[src/rtl/boot_stream_loader.sv]
// Purpose: receive a framed program image over a data/strobe pin pair and emit one memory write per payload word.
// Latency: wr_en rises 2 clk after the synchronised strobe edge that carries the last bit of a payload word.
// Backpressure: none; the host sets the pace, and words that arrive in DONE or ERROR are dropped until rx_en falls.
module boot_stream_loader #(
    parameter int WORD_WIDTH     = 32,
    parameter int ADDR_WIDTH     = 12,
    parameter int SYNC_STAGES    = 2,
    parameter int CHECKSUM_EN    = 1,
    parameter int TIMEOUT_CYCLES = 65535
) (
    input  logic                  clk,
    input  logic                  reset,
    input  logic                  rx_en,
    input  logic                  data_pin,
    input  logic                  strobe_pin,
    output logic                  wr_en,
    output logic [ADDR_WIDTH-1:0] wr_addr,
    output logic [WORD_WIDTH-1:0] wr_data,
    output logic                  busy,
    output logic                  done,
    output logic                  error,
    output logic [ADDR_WIDTH:0]   words_loaded
);

    localparam int BCW = (WORD_WIDTH > 1) ? $clog2(WORD_WIDTH) : 1;
    localparam int ICW = $clog2(TIMEOUT_CYCLES + 1);
    localparam logic [BCW-1:0]      LAST_BIT  = BCW'(WORD_WIDTH - 1);
    localparam logic [ICW-1:0]      IDLE_MAX  = ICW'(TIMEOUT_CYCLES);
    localparam logic [WORD_WIDTH:0] MAX_WORDS = (WORD_WIDTH + 1)'(1) << ADDR_WIDTH;

    typedef enum logic [2:0] {
        S_IDLE,
        S_LOAD,
        S_CHECK,
        S_DONE,
        S_ERROR
    } state_t;

    // ---------------- input synchronisers ----------------
    logic [SYNC_STAGES-1:0] data_sync_q;
    logic [SYNC_STAGES-1:0] strobe_sync_q;
    logic                   strobe_prev_q;
    logic                   data_s;
    logic                   strobe_s;
    logic                   strobe_edge;

    assign data_s      = data_sync_q[SYNC_STAGES-1];
    assign strobe_s    = strobe_sync_q[SYNC_STAGES-1];
    assign strobe_edge = strobe_s & ~strobe_prev_q;

    // Both pins go through identical chains so data and strobe stay aligned.
    always_ff @(posedge clk) begin
        if (reset) begin
            data_sync_q   <= '0;
            strobe_sync_q <= '0;
            strobe_prev_q <= 1'b0;
        end else begin
            data_sync_q   <= {data_sync_q[SYNC_STAGES-2:0], data_pin};
            strobe_sync_q <= {strobe_sync_q[SYNC_STAGES-2:0], strobe_pin};
            strobe_prev_q <= strobe_s;
        end
    end

    // ---------------- bit receiver ----------------
    logic [WORD_WIDTH-1:0] shift_q, shift_d;
    logic [WORD_WIDTH-1:0] word_q, word_d;
    logic                  word_vld_q, word_vld_d;
    logic [BCW-1:0]        bit_cnt_q, bit_cnt_d;
    logic [ICW-1:0]        idle_q, idle_d;

    // Shift bits in MSB first, flag complete words, and drop a stalled partial word.
    always_comb begin
        shift_d    = shift_q;
        word_d     = word_q;
        word_vld_d = 1'b0;
        bit_cnt_d  = bit_cnt_q;
        idle_d     = idle_q;
        if (!rx_en) begin
            shift_d   = '0;
            bit_cnt_d = '0;
            idle_d    = '0;
        end else if (strobe_edge) begin
            shift_d = {shift_q[WORD_WIDTH-2:0], data_s};
            idle_d  = '0;
            if (bit_cnt_q == LAST_BIT) begin
                bit_cnt_d  = '0;
                word_vld_d = 1'b1;
                word_d     = {shift_q[WORD_WIDTH-2:0], data_s};
            end else begin
                bit_cnt_d = bit_cnt_q + 1'b1;
            end
        end else if (bit_cnt_q != '0) begin
            // A host that stalls mid-word is assumed to restart on a word boundary.
            if (idle_q == IDLE_MAX) begin
                shift_d   = '0;
                bit_cnt_d = '0;
                idle_d    = '0;
            end else begin
                idle_d = idle_q + 1'b1;
            end
        end
    end

    // Receiver registers.
    always_ff @(posedge clk) begin
        if (reset) begin
            shift_q    <= '0;
            word_q     <= '0;
            word_vld_q <= 1'b0;
            bit_cnt_q  <= '0;
            idle_q     <= '0;
        end else begin
            shift_q    <= shift_d;
            word_q     <= word_d;
            word_vld_q <= word_vld_d;
            bit_cnt_q  <= bit_cnt_d;
            idle_q     <= idle_d;
        end
    end

    // ---------------- frame FSM ----------------
    state_t                state_q, state_d;
    logic [ADDR_WIDTH:0]   remaining_q, remaining_d;
    logic [ADDR_WIDTH-1:0] addr_q, addr_d;
    logic [WORD_WIDTH-1:0] checksum_q, checksum_d;
    logic                  wr_en_q, wr_en_d;
    logic [ADDR_WIDTH-1:0] wr_addr_q, wr_addr_d;
    logic [WORD_WIDTH-1:0] wr_data_q, wr_data_d;
    logic                  done_q, done_d;
    logic                  error_q, error_d;
    logic [ADDR_WIDTH:0]   words_loaded_q, words_loaded_d;
    logic                  hdr_oversize;
    logic                  hdr_zero;
    logic                  cks_en;

    assign hdr_oversize = {1'b0, word_q} > MAX_WORDS;
    assign hdr_zero     = (word_q == '0);
    assign cks_en       = (CHECKSUM_EN != 0);

    // State register.
    always_ff @(posedge clk) begin
        if (reset) state_q <= S_IDLE;
        else       state_q <= state_d;
    end

    // Next-state: rx_en low aborts to IDLE, otherwise advance on each received word.
    always_comb begin
        state_d = state_q;
        if (!rx_en) begin
            state_d = S_IDLE;
        end else if (word_vld_q) begin
            case (state_q)
                S_IDLE: begin
                    if (hdr_oversize)  state_d = S_ERROR;
                    else if (hdr_zero) state_d = cks_en ? S_CHECK : S_DONE;
                    else               state_d = S_LOAD;
                end
                S_LOAD: begin
                    if (remaining_q == (ADDR_WIDTH + 1)'(1))
                        state_d = cks_en ? S_CHECK : S_DONE;
                end
                S_CHECK: state_d = (word_q == checksum_q) ? S_DONE : S_ERROR;
                default: state_d = state_q;
            endcase
        end
    end

    // Outputs and frame datapath: header setup, write issue, checksum accumulate, status.
    always_comb begin
        remaining_d    = remaining_q;
        addr_d         = addr_q;
        checksum_d     = checksum_q;
        wr_en_d        = 1'b0;
        wr_addr_d      = wr_addr_q;
        wr_data_d      = wr_data_q;
        done_d         = done_q;
        error_d        = error_q;
        words_loaded_d = words_loaded_q;
        if (rx_en && word_vld_q) begin
            case (state_q)
                S_IDLE: begin
                    done_d         = 1'b0;
                    error_d        = 1'b0;
                    words_loaded_d = '0;
                    checksum_d     = '0;
                    addr_d         = '0;
                    wr_addr_d      = '0;
                    remaining_d    = word_q[ADDR_WIDTH:0];
                    if (hdr_oversize)            error_d = 1'b1;
                    else if (hdr_zero && !cks_en) done_d = 1'b1;
                end
                S_LOAD: begin
                    wr_en_d        = 1'b1;
                    wr_addr_d      = addr_q;
                    wr_data_d      = word_q;
                    addr_d         = addr_q + 1'b1;
                    words_loaded_d = words_loaded_q + 1'b1;
                    checksum_d     = checksum_q + word_q;
                    remaining_d    = remaining_q - 1'b1;
                    if (remaining_q == (ADDR_WIDTH + 1)'(1) && !cks_en) done_d = 1'b1;
                end
                S_CHECK: begin
                    if (word_q == checksum_q) done_d  = 1'b1;
                    else                      error_d = 1'b1;
                end
                default: ;
            endcase
        end
    end

    // Datapath and output registers.
    always_ff @(posedge clk) begin
        if (reset) begin
            remaining_q    <= '0;
            addr_q         <= '0;
            checksum_q     <= '0;
            wr_en_q        <= 1'b0;
            wr_addr_q      <= '0;
            wr_data_q      <= '0;
            done_q         <= 1'b0;
            error_q        <= 1'b0;
            words_loaded_q <= '0;
        end else begin
            remaining_q    <= remaining_d;
            addr_q         <= addr_d;
            checksum_q     <= checksum_d;
            wr_en_q        <= wr_en_d;
            wr_addr_q      <= wr_addr_d;
            wr_data_q      <= wr_data_d;
            done_q         <= done_d;
            error_q        <= error_d;
            words_loaded_q <= words_loaded_d;
        end
    end

    assign wr_en        = wr_en_q;
    assign wr_addr      = wr_addr_q;
    assign wr_data      = wr_data_q;
    assign busy         = (state_q == S_LOAD) || (state_q == S_CHECK);
    assign done         = done_q;
    assign error        = error_q;
    assign words_loaded = words_loaded_q;

endmodule
[config.mk]
export PLATFORM = sky130hd
export DESIGN_NAME = boot_stream_loader
export DESIGN_NICKNAME = d
export VERILOG_FILES = /design/src/rtl/boot_stream_loader.sv
export SDC_FILE = /design/constraint.sdc
export NUM_CORES = 1
export LEC_CHECK = 0
export CAP_MARGIN = 20
export CORE_ASPECT_RATIO = 0.7
export CORE_MARGIN = 1.5
export CORE_UTILIZATION = 59
export CTS_CLUSTER_DIAMETER = 200
export DETAILED_ROUTE_END_ITERATION = 12
export PLACE_DENSITY = 0.8
export SLEW_MARGIN = 20
export SYNTH_ARGS = -nofsm -noshare
export SYNTH_HDL_FRONTEND = slang
export SYNTH_SLANG_ARGS = --single-unit
export TNS_END_PERCENT = 5
[constraint.sdc]
create_clock -name clk -period 2.8 [get_ports clk]
set_input_delay 0.56 -clock clk [delete_from_list [all_inputs] [get_ports clk]]
set_output_delay 0.56 -clock clk [all_outputs]
set_load 0.01 [all_outputs]
Yosys cells after proc, flatten, opt, wreduce, memory -nomap -nowiden
Cells that the tools add are included.
{"block": "word_totals", "elab_cells": 85, "out_inout_bits": 61, "regBits": 210, "in_bits": 5}
{"block": "classes", "n_mux": 25, "bitwise": 5, "reduce_logical": 21, "eq_ne": 9, "add_sub_neg": 6, "magnitude_cmp": 1}
{"cell": "$mux 31", "count": 3}
{"cell": "$pmux 32 s2", "count": 1}
{"cell": "$pmux 13 s2", "count": 2}
{"cell": "$pmux 12 s2", "count": 2}
{"cell": "$add 32x32->32", "count": 1}
{"cell": "$eq 32x32->1", "count": 1}
{"cell": "$gt 32x13->1 const B", "count": 1}
{"cell": "$logic_not 32->1", "count": 1}
{"cell": "$mux 5", "count": 4}
{"cell": "$add 16x1->16 const B", "count": 1}
{"cell": "$eq 16x16->1 const B", "count": 1}
{"cell": "$mux 16", "count": 1}
{"cell": "$add 13x1->13 const B", "count": 1}
{"cell": "$eq 13x1->1 const B", "count": 1}
{"cell": "$sub 13x1->13 const B", "count": 1}
{"cell": "$add 12x1->12 const B", "count": 1}
{"cell": "$reduce_and 3->1", "count": 4}
{"cell": "$mux 3", "count": 3}
{"cell": "$pmux 3 s3", "count": 1}
{"cell": "$reduce_bool 2->1", "count": 4}
{"cell": "$ne 2x2->1 const B", "count": 3}
{"cell": "$reduce_and 2->1", "count": 3}
{"cell": "$reduce_or 3->1", "count": 2}
{"cell": "$add 5x1->5 const B", "count": 1}
{"cell": "14 further kinds", "count": 23}

Depth between registers and ports, before layout
{"block": "logic_depth", "ltp_word": 4, "depth_mapped": 12, "mapped_depth_nobuf": 12}

Least setup slack after synthesis
OpenSTA, ideal clock, no wires.
{"block": "synth_path", "path_kind": "reg-to-reg", "start": "reg word_q[0]", "end": "reg checksum_q[30]", "required_ns": 2.674, "setup_time_ns": 0.126, "t_arrival_ns": 2.406, "n_path_buf": 0, "synth_period_minus_slack_ns": 2.532, "path_slack_ns": 0.268, "stages_incl_launch_ff": 13, "path_cell_list": "dfxtp_1 -> ha_1 -> inv_1 -> fa_1 -> and2b_1 -> o21ai_1 -> a21oi_2 -> o2111ai_2 -> a22oi_4 -> a21oi_2 -> o31ai_2 -> xnor2_1 -> o21ai_1"}
{"block": "synth_via", "elab_chain_len": 2}
{"item": "start: declaration", "line_no": "66", "rtl": "logic [WORD_WIDTH-1:0] word_q, word_d;"}
{"item": "start signal: assignment", "line_no": "114", "rtl": "word_q <= word_d;"}
{"item": "$add 32x32->32", "line_no": "198", "rtl": "checksum_d = checksum_q + word_q;"}
{"item": "$pmux 32 s2", "line_no": "180", "rtl": "case (state_q)"}
{"item": "end signal: assignment", "line_no": "226", "rtl": "checksum_q <= checksum_d;"}
{"item": "end: declaration", "line_no": "125", "rtl": "logic [WORD_WIDTH-1:0] checksum_q, checksum_d;"}
Every way passes these cells.
A chain may end at the register's enable or synchronous reset.

Worst setup path in the final report
{"block": "layout_path", "start": "reg checksum_q[0]", "end": "reg checksum_q[30]"}
{"block": "layout_via", "elab_chain_len": 2}
{"item": "$add 32x32->32", "line_no": "198"}
{"item": "$pmux 32 s2", "line_no": "180"}
Every way passes these cells.

==> impl_metrics.ini <==
[global_route]
antenna_found_initial = 0
grt-ovfl-total = 0
grt_max_degree = 73
grt_pass1_wl_mm = 41.5
grt_usage_pct = 29.3
grt_pass1_vias = 8132

[synthesis]
ys_seq_elements = 210
syn_area_per_cell_sq_um = 8.23
synth_seq_area_share_pct = 43.1
synth_area_sq_um = 9760
async_flop_share_pct = 0
syn_nets = 1231
synth-edff-count = 0
yosysWarnings = 0
yosys_most_used_dff = dfxtp_1
yosysUniqueCellTypes = 65
netlist_instances = 1186

[timing]
worstMarginPinSlew_ns = 0.760
final-hold-violation-count = 0
rsz0062_at_grt = true
clock.fmax_mhz = 370
setup_tns_ns = 0
post-route-min-period_ns = 2.70
skew_ns = 0.0142
setup_viol = 0
period_share_pct = 96.5
whs_ns = 0.418
maxSlewViolCount = 0
slew_headroom_pct = 49.3

[setup_path]
reg2regPathDepth = 12
arrival_ns = 3.08
crit_path_end_kind = flip-flop
rr_endpoint = checksum_q[30]
cp.required_ns = 3.18
startpoint = checksum_q[0]
critPathMaxFanout = 4
start_kind = flip-flop
crit_type = reg -> reg
r2r_slack_ns = 0.1
r2r_start = checksum_q[0]

[cells_and_area]
stdcell_area_sq_um = 11300
n_antenna_cell = 0
utilization_pct = 69.8
syn2layout_area_growth_pct = 16.2
instances_no_fill = 1465
drive_gt1_share_pct = 7.58
final_nets = 1274

[die]
core-area_sq_um = 16200
die_x_um = 157
die_area_sq_um = 17300
die_height_um = 111
num_rows = 39
ioPinCount = 66
start_util_pct = 60.1

[place]
portBuffers = 65
dp_hpwl_mm = 17.6
place_area_sq_um = 10700
dp_cells = 1431
gp_congestion = 0.936

[clock_tree]
ctsHoldBuffers = 0
cts_tree = yes
clock_latency_ns = 0.50
cts_max_level = 1
clock_sinks = 210
cts_made_buffers = 20
max-clock-path-buffers = 3
clk_pin_slew_ns = 0.07
root_buffer = clkbuf_16

[run_status]
run_status = completed

[detailed_routing]
drc_errors = 0
viasPerCell = 6.07
first_iter_violations = 816
drtAntennaViolNets = 0
vias = 8886
wl_mm = 25.3
drtPass1Iterations = 5
wl_per_cell_um = 17.3

[worst_hold_path]
hold_depth = 2
hp-class = in -> reg
holdCritStartpoint = reset
hold_path_end = checksum_q[1]

[power_and_ir_drop]
p_leak_uw = 0.00429
cellPowerDensity_nw_per_um2 = 507
vdd_drop_max_mv = 0.455

[flow_run]
drv_cap = 0
## where the power goes
part | switching (uW) | total, uW | leakage, uW | internal [uW]
logic | 63.5 | 83.0 | 0.00229 | 19.5
clock network | 1130 | 2670 | 0.000311 | 1540
registers | 1.99 | 2990 | 0.00169 | 2990
total | 1200 | 5740 | 0.00429 | 4550
## sequential cells by signal, indices dropped and copies added, names as in the netlist
register / flops
wr_data: 32
word_vld_q: 1
words_loaded: 13
strobe_prev_q: 1
state_q: 3
idle_q: 16
error: 1
wr_addr: 12
word_q: 32
wr_en: 1
data_sync_q: 2
remaining_q: 13
checksum_q: 32
shift_q: 31
bit_cnt_q: 5
strobe_sync_q: 2
done: 1
addr_q: 12
## worst max path at each step
stage,end,depth (start not counted)
3_3_place_gp,checksum_q[30],12
5_1_grt,checksum_q[30],12
2_1_floorplan,checksum_q[30],12
6_report,checksum_q[30],12
4_1_cts,checksum_q[30],12
3_5_place_dp,checksum_q[31],10
## kinds of logic (layout without fill, tap and decap cells)
family                   Yosys count  count (layout)  synth area share, %
buffers and inverters             93             147                 3.87
adder cells (fa/ha/maj)           40              40                 5.21
flip-flops                       210             210                 43.1
multiplexers                       2               2                0.205
XOR/XNOR                          49              49                 4.40
AND/OR/NAND/NOR                  464             464                 21.5
AO/OA/AOI/OAI                    328             328                 21.8
## Yosys cell counts, types with 4 or more instances
cell,count,area [sq um]
nand2b_1,4,25.0
o22ai_1,4,25.0
and3_1,18,113
buf_2,17,85.1
xor2_1,32,280
clkbuf_1,61,229
nor3_1,20,100
nor4_1,18,113
inv_1,12,45.0
nand2_1,201,754
o21ai_0,56,280
xnor2_1,17,149
a22oi_1,31,233
a22o_1,37,324
nand3b_1,4,30.0
a21o_1,18,135
a21oi_1,117,586
a31oi_1,7,43.8
nand3_1,28,140
nor2b_1,12,75.1
ha_1,39,488
a211oi_1,6,45.0
a21oi_2,5,43.8
o21ai_1,13,65.1
a221oi_1,4,35.0
dfxtp_1,210,4200
and2_1,4,25.0
nor2_1,118,443
nand4_1,19,119
## metrics by stage
stage	setup WS, ns	power [uW]
floorplan	0.268	3110
global placement	0.205	3140
detailed placement	0.0933	3140
CTS	0.0750	5770
global route	-0.0183	5910
finish	0.0991	5740
## metal layers
metal	global-route usage, %	part of all wire, %	routed length, um	up-vias
met5	0	0	0	-
met4	7.94	1.9	482	0
met3	5.57	7.8	1980	40
met2	41.7	42	10600	341
met1	44.9	48	12300	4238
li1	-	-	-	4267
## cell usage in the layout (no fill, tap or decap), drive strengths merged, types with 5 or more instances in the layout
master	instances
dfxtp	210
and2	5
nor4	20
o31ai	5
a21o	18
a22oi	32
clkdlybuf4s50	64
o21ai	70
a221oi	5
inv	13
a22o	37
buf	37
a31oi	8
a21oi	122
nand3	28
nor3	22
nand4	19
xor2	32
and3	18
ha	39
nand2	202
clkbuf	28
nor2b	12
a211oi	7
nor2	118
xnor2	17
## area by class of cell
| class | instances | area, sq um |
|---|---|---|
| fill | 1297 | 4910 |
| timing repair buffer | 101 | 968 |
| tap | 225 | 282 |
| clock inverter | 5 | 52.6 |
| clock buffer | 28 | 582 |
| inverter | 13 | 48.8 |
| sequential | 210 | 4210 |
| multi-input combinational | 883 | 5200 |
## critical path, cell delays in order, from the launching register on
cell,delay [ns]
dfxtp_1,0.35
ha_2,0.21
inv_1,0.06
fa_1,0.39
and2b_1,0.21
o21ai_1,0.08
a21oi_2,0.23
o2111ai_4,0.19
a22oi_4,0.23
a21oi_2,0.11
o31ai_2,0.28
xnor2_1,0.15
o21ai_1,0.07
## what timing repair did
| action | 4_1_cts | 5_1_grt |
|---|---|---|
| resized for setup | 0 | 5 |
| endpoints found under the setup margin | 0 | 6 |
| setup buffers | 0 | 1 |
No activity file was read; power rests on OpenSTA's default activity.
